`src/rtl/green_ins_encoder.sv`:
```
// rtl/green_ins_encoder.sv - request FIFO plus registered instruction word encoder with branch wait/flush
module green_ins_encoder #(
  parameter int DEPTH   = 4,
  parameter int BR_WAIT = 2
) (
  input  logic        clk,
  input  logic        rst_n,
  input  logic        req_valid,
  output logic        req_ready,
  input  logic [1:0]  req_op,
  input  logic        req_sel,
  input  logic [10:0] req_imm,
  output logic [15:0] ins,
  output logic        ins_valid,
  input  logic        ins_ready,
  input  logic        br_flag,
  output logic        flush,
  output logic [7:0]  ins_count
);

  localparam int AW = (DEPTH > 1) ? $clog2(DEPTH) : 1;
  localparam logic [AW:0] FULL_CNT = (AW + 1)'(DEPTH);
  localparam logic [3:0]  OP_BR    = 4'b0011;

  typedef enum logic {RUN, BRW} state_t;

  state_t        state;
  logic [15:0]   mem [DEPTH];
  logic [AW-1:0] wr_ptr;
  logic [AW-1:0] rd_ptr;
  logic [AW:0]   count;
  logic [3:0]    wait_cnt;

  logic        full;
  logic        empty;
  logic        push;
  logic        pop;
  logic        consume;
  logic        consume_br;
  logic [15:0] enc;

  assign full       = (count == FULL_CNT);
  assign empty      = (count == '0);
  assign enc        = {2'b00, req_op, req_sel, req_imm};
  assign req_ready  = rst_n && (state == RUN) && !full && !flush;
  assign push       = req_valid && req_ready;
  assign consume    = ins_valid && ins_ready;
  assign consume_br = consume && (ins[15:12] == OP_BR);
  // The edge that retires a branch is the first edge of the wait: nothing behind it may be issued.
  assign pop        = (state == RUN) && !empty && (!ins_valid || ins_ready) && !consume_br;

  always_ff @(posedge clk) begin
    if (push) begin
      mem[wr_ptr] <= enc;
    end
  end

  always_ff @(posedge clk) begin
    if (!rst_n) begin
      state     <= RUN;
      wr_ptr    <= '0;
      rd_ptr    <= '0;
      count     <= '0;
      ins       <= 16'h0000;
      ins_valid <= 1'b0;
      flush     <= 1'b0;
      ins_count <= 8'd0;
      wait_cnt  <= 4'd0;
    end else begin
      flush <= 1'b0;

      if (push) begin
        wr_ptr <= wr_ptr + 1'b1;
      end

      if (pop) begin
        rd_ptr    <= rd_ptr + 1'b1;
        ins       <= mem[rd_ptr];
        ins_valid <= 1'b1;
      end else if (consume) begin
        ins_valid <= 1'b0;
      end

      case ({push, pop})
        2'b10:   count <= count + 1'b1;
        2'b01:   count <= count - 1'b1;
        default: count <= count;
      endcase

      if (consume) begin
        ins_count <= ins_count + 8'd1;
      end

      case (state)
        RUN: begin
          if (consume_br) begin
            state    <= BRW;
            wait_cnt <= 4'(BR_WAIT);
          end
        end
        BRW: begin
          wait_cnt <= wait_cnt - 4'd1;
          if (wait_cnt == 4'd1) begin
            state <= RUN;
            // Taken branch: everything queued behind it belongs to the wrong path.
            if (br_flag) begin
              wr_ptr <= '0;
              rd_ptr <= '0;
              count  <= '0;
              flush  <= 1'b1;
            end
          end
        end
        default: state <= RUN;
      endcase
    end
  end

endmodule

```
`config.mk`:
```
export PLATFORM = sky130hd
export DESIGN_NAME = green_ins_encoder
export DESIGN_NICKNAME = d
export VERILOG_FILES = /design/src/rtl/green_ins_encoder.sv
export SDC_FILE = /design/constraint.sdc
export NUM_CORES = 1
export LEC_CHECK = 0
export ABC_AREA = 1
export CELL_PAD_IN_SITES_DETAIL_PLACEMENT = 2
export CELL_PAD_IN_SITES_GLOBAL_PLACEMENT = 2
export CORE_ASPECT_RATIO = 1.75
export CORE_MARGIN = 5
export CORE_UTILIZATION = 31
export CTS_CLUSTER_DIAMETER = 80
export DETAILED_ROUTE_END_ITERATION = 12
export HOLD_SLACK_MARGIN = 0.12
export PLACE_DENSITY_LB_ADDON = 0.15
export SLEW_MARGIN = 20
export SYNTH_ARGS = -nofsm -noshare
export SYNTH_HDL_FRONTEND = slang
export SYNTH_SLANG_ARGS = --single-unit
```
`constraint.sdc`:
```
create_clock -name clk -period 1.9 [get_ports clk]
set_input_delay 0.19 -clock clk [delete_from_list [all_inputs] [get_ports clk]]
set_output_delay 0.19 -clock clk [all_outputs]
set_load 0.01 [all_outputs]
```
### Word level (Yosys, flattened, before mapping)

Memories as Yosys holds them, arrays and structs flattened. A register that Yosys moved wholly into a read port is not among the register bits.
Index checks and enable logic that the tools add are counted.

* bits in registers: 38
* memory bits (writable): 56
* logic and storage cells: 64
* memories: 1

* add/sub/neg operators: 6
* eq/ne operators: 6
* muxes and demuxes: 22
* bitwise logic cells: 1
* reduce and logical (&&, ||, !) cells: 19

Memories
* mem: words 4, width 14, read ports 1, clocked after memory_dff 1, wr ports 1, line 28 `logic [15:0] mem [DEPTH];`

Operators with widths (count)
* two-way mux 2 bit: 8
* logical AND 1 bit: 9
* two-way mux 3 bit: 3
* adder 8 x 1 -> 8 bit (second input constant): 1
* one-hot mux 4 bit (2 select lines): 1
* two-way mux 1 bit: 7
* zero test 1 bit: 6
* one-hot mux 3 bit (2 select lines): 1
* adder 2 x 1 -> 2 bit (second input constant): 2
* equality test 4 x 1 -> 1 bit (second input constant): 1
* equality test 4 x 2 -> 1 bit (second input constant): 1
* two-way mux 4 bit: 1
* subtractor 4 x 1 -> 4 bit (second input constant): 1
* adder 3 x 1 -> 3 bit (second input constant): 1
* equality test 3 bit (second input constant): 1
* zero test 3 bit: 1
* AND reduction 3 bit: 1
* subtractor 3 x 1 -> 3 bit (second input constant): 1
* equality test 2 x 1 -> 1 bit (second input constant): 1
* equality test 2 bit (second input constant): 1
* != test 2 bit (second input constant): 1
* one-hot mux 1 bit (2 select lines): 1
* nonzero test 2 bit: 1
* logical OR 1 bit: 1
* NOT 1 bit: 1

### Depth between registers and ports, before layout

* depth in word-level cells: 10
* mapped depth: 13
* depth with buffers taken out: 13

### Worst setup path after synthesis

OpenSTA, ideal clock, no wires.

* kind: flip-flop to flip-flop
* start point: register count[1]
* end point: register count[2]
* arrival: 1749 ps
* required time: 1782 ps
* slack: 32 ps
* cell stages (with the launch flop): 12
* path buffers: 0
* period minus slack after synthesis: 1868 ps
* cells stage by stage: dfxtp_1 -> nor2_1 -> nand2_1 -> nand3_2 -> ha_1 -> inv_1 -> fa_1 -> inv_1 -> nand2_1 -> nand3_1 -> xor2_1 -> nor2_1

* cells in the longest elaborated chain, start to end: 10
* elaborated cells between the ends (all ways): 18
* classes of those cells: add/sub (2); eq/ne (3); mux (4); reduce/logical (9)

RTL lines
* from (decl): line 31 `logic [AW:0] count;`
* from (signal assigned): line 85 `2'b10: count <= count + 1'b1;`
* from (signal assigned): line 86 `2'b01: count <= count - 1'b1;`
* from (signal assigned): line 87 `default: count <= count;`
* equality test 3 bit or zero test 3 bit (tied branches): line 42, 43
* zero test 1 bit (on tied branches): line 45, 50
* logical AND 1 bit (on tied branches) (2 in series): line 45, 50
* logical AND 1 bit (on tied branches): line 46, 50
* equality test 2 x 1 -> 1 bit or equality test 2 bit (tied branches): line 84 `case ({push, pop})`
* one-hot mux 3 bit (2 select lines) *: line 84
* two-way mux 3 bit: line 106 `if (br_flag) begin`
* two-way mux 3 bit: line 103 `if (wait_cnt == 4'd1) begin`
* two-way mux 3 bit *: line 94 `case (state)`

Mark *: on every way between the ends. The rest lies on a longest branch, timed or not.
A chain may end at the register's enable or synchronous reset.

### Worst setup path in the final report

* start point: register state
* end point: register count[1]

* cells in the longest elaborated chain, start to end: 10
* elaborated cells between the ends (all ways): 14
* classes of those cells: eq/ne (2); mux (4); bitwise (1); reduce/logical (7)

RTL lines
* from (decl): line 27 `state_t state;`
* from (signal assigned): line 60 `state <= RUN;`
* from (signal assigned): line 97 `state <= BRW;`
* from (signal assigned): line 104 `state <= RUN;`
* NOT 1 bit
* logical AND 1 bit (3 in series): line 45 `assign req_ready = rst_n && (state == RUN) && !full && !flush;`
* logical AND 1 bit: line 46 `assign push = req_valid && req_ready;`
* equality test 2 x 1 -> 1 bit or equality test 2 bit (tied branches): line 84
* one-hot mux 3 bit (2 select lines): line 84
* two-way mux 3 bit: line 106
* two-way mux 3 bit: line 103
* two-way mux 3 bit *: line 94

Marks and branches as above.

==> run_results.csv <==
group,metric,value,unit
floorplan,floorplan.initialDensity,31.8,%
clocking,clk_pin_slew,0.07,ns
critical_path,path_max_fanout,5,
layout,drive_gt1_share,12.0,%
critical_path,crit_chain,"buf_6 -> nor3_4 -> buf_6 -> nand3_4 -> ha_4 -> inv_4 -> fa_2 -> nand2_1 -> o21ai_0 -> nor2_1",
layout,antennaDiodeCount,0,
floorplan,coreArea,0.0130,mm²
timing,slew_violations,0,
critical_path,max_stage_delay,0.42,ns
layout,area_delta_synth_final,28.6,%
yosys,async_reset_ff_share,0,%
critical_path,cp-end-kind,"register",
yosys,syn_area,0.00413,mm²
placed_design,placed_cell_area,0.00488,mm²
job,drv_cap,0,
yosys,ys.flop_type,"edfxtp_1",
floorplan,die_h,163,µm
yosys,yosys.area.top_type,"edfxtp_1",
timing,period_share,97.2,%
run_status,outcome,"complete, no violations",
yosys,synth_cells,477,
power_and_ir_drop,p_leak,2.27,nW
power_and_ir_drop,power.internal,4.81,mW
timing,min_period,1.85,ns
timing,setup_viol,0,
power_and_ir_drop,ir_worst_vdd,0.930,mV
clocking,clk_latency,0.34,ns
critical_path,r2r_slack,0.05,ns
timing,fin_skew,0.00662,ns
yosys,synth_edf_count,56,
grt,grt_antenna_before_repair,0,
power_and_ir_drop,p_sw,2.65,mW
clocking,cts_sinks,92,
yosys,synth_area_leaders,"edfxtp_1, dfxtp_1, nand2_1, nor2_1, inv_1",
clocking,clock_tree.root_cell,"clkbuf_16",
clocking,htree_levels,3,
critical_path,crit_path_top_delay_cell,"fa_2",
floorplan,fp.dieW,97.3,µm
yosys,synth_seq_cells,92,
yosys,synth_top_family_by_area,"simple AND/OR/NAND/NOR gates",
yosys,muxShareOfSynthArea,0,%
grt,overflow,0,
detailed_routing,postRouteAntennaNets,0,
floorplan,die-area,0.0158,mm²
yosys,synth_top_area_share,40.7,%
detailed_routing,wirelength,11900,µm
yosys,yosys.area_share.simple,25.7,%
detailed_routing,num_vias,3280,
detailed_routing,avgViaCountPerCell,4.55,
grt,grt_pass1_vias,3673,
power_and_ir_drop,power_frac_clock,26.7,%
layout,design_area,0.00531,mm²
timing,rsz0062_at_grt,"true",
detailed_routing,drc,0,
grt,grt_max_degree,60,
power_and_ir_drop,power.density,1400,mW/mm²
placed_design,portBuffers,43,
critical_path,path_common_cell,"buf_6",
critical_path,cp_top_family,"adder cells",
timing,final.setup.tns,0,ns
floorplan,row_count,55,
clocking,cts_hold_buf,0,
layout,layout.nets,573,
clocking,clock_path_buffers,2,
yosys,avgSynthCellArea,8.66,µm²
power_and_ir_drop,p_comb_share,39.1,%
power_and_ir_drop,p_sw_share,35.5,%
power_and_ir_drop,p_seq_share,34.3,%
detailed_routing,first_pass_iters,4,
timing,finalHoldViolCount,0,
critical_path,cp.required,2.18,ns
yosys,synth_seq_area_share,58.1,%
yosys,ys_types,31,
clocking,cts_made_buffers,9,
critical_path,crit_arrival,2.12,ns
worst_hold_path,min_path_type,"input pin to register",
critical_path,path_buf_inv,3,
yosys,synth-xor-area-share,0.424,%
timing,clock.fmax,0.542,GHz
critical_path,critPathKind,"register to register",
yosys,yosys.area_share.adder,2.91,%
detailed_routing,wl_per_cell,16.5,µm
grt,grt_usage,15.4,%
placed_design,dp_hpwl,8240,µm
critical_path,startpoint_type,"register",
placed_design,gp_congestion,0.719,
detailed_routing,first_iter_violations,59,
yosys,ys_warn_count,0,
grt,grt_pass1_wl,18700,µm
timing,hold_ws,0.476,ns
floorplan,io_pins,46,
clocking,cts_tree,"yes",
yosys,synth_compound_area_share,2.76,%
## tightest hold or removal path: cells and delay by family
| family | cells | cell delay [ns] |
|---|---|---|
| buffers and inverters | 1 | 0.41 |
| AND/OR/NAND/NOR | 2 | 0.18 |
## cell type report
cell class | count | area [µm²]
well taps | 171 | 214
fillers | 1426 | 7690
flip-flops and latches | 92 | 2410
clock inverters | 4 | 71.3
multi-input cells | 294 | 1370
clock buffers | 12 | 258
repair buffers | 75 | 723
inverters | 73 | 277
## cell families (layout without fill, tap and decap cells)
group                      Yosys count  count (layout)
and+or+nand+nor                    262             262
DFF                                 92              92
buffers and inverters               92             164
AOI/OAI and AO/OA                   19              19
adders and majority gates            9               9
xor gates and xnor gates             2               2
other                                1               2
## flip-flops by register name, summed over array words and instances (netlist names), 2 cells and up
| signal | cells |
|---|---|
| count | 3 |
| ins | 14 |
| ins_count | 8 |
| mem | 56 |
| rd_ptr | 2 |
| wait_cnt | 4 |
| wr_ptr | 2 |
## cell usage in the layout (no fill, tap or decap), types with 3 or more instances in the layout
master,n
clkbuf_16,10
nand2_1,125
dfxtp_1,33
inv_1,70
nand4_1,5
ha_1,7
dfxtp_2,3
buf_4,26
o21ai_0,6
nor2_4,3
clkdlybuf4s50_1,42
a21oi_1,8
nand3_1,9
nor2_1,108
buf_12,4
nand2_2,3
edfxtp_1,56
## final timing paths
kind,from,end,depth (start not counted)
setup reg to reg,state,count[1],10
hold reg to reg,wait_cnt[0],wait_cnt[0],1
setup / recovery,state,count[1],10
hold / removal,br_flag,flush,3
## per-layer routing
metal  track usage (%)  vias up  wire [µm]
li1                  -     1587          -
met1              14.2     1637       4210
met2              32.6       42       7230
met3              3.17       14        294
met4              4.91        0        182
met5                 0        -          0
## cells in the mapped netlist, types with 2 or more instances
master    instances
nand3_1          10
nor3b_1           2
buf_4             7
edfxtp_1         56
buf_2             6
dfxtp_1          36
o211ai_1          2
a21oi_1           8
inv_1            72
ha_1              8
nand2_1         127
buf_6             4
nor2_1          110
o21ai_0           7
nor2_4            2
nand4_1           5
## metrics by stage
stage	util, %	worst slack (ns)	power (mW)	instances
finish	40.9	0.0539	7.45	721
floorplan	-	0.0324	4.34	478
CTS	40.2	0.0132	7.47	715
global placement	37.5	-0.337	5.27	698
global route	40.9	-0.0794	8.00	721
detailed placement	37.5	-0.431	5.41	698
## repair_timing
item,CTS,global route
gates cloned,0,0
setup endpoints to repair,3,2
buffers inserted,1,6
pin swaps,2,8
resized for setup,9,12
## power groups by stage
stage | sequential, mW | combinational (mW) | clock, mW
2_1_floorplan | 2.64 | 1.70 | 0
3_3_place_gp | 2.57 | 2.70 | 0
3_5_place_dp | 2.59 | 2.82 | 0
4_1_cts | 2.56 | 2.87 | 2.04
5_1_grt | 2.59 | 3.28 | 2.13
6_report | 2.55 | 2.91 | 1.99
(Power assumes the default switching activity.)
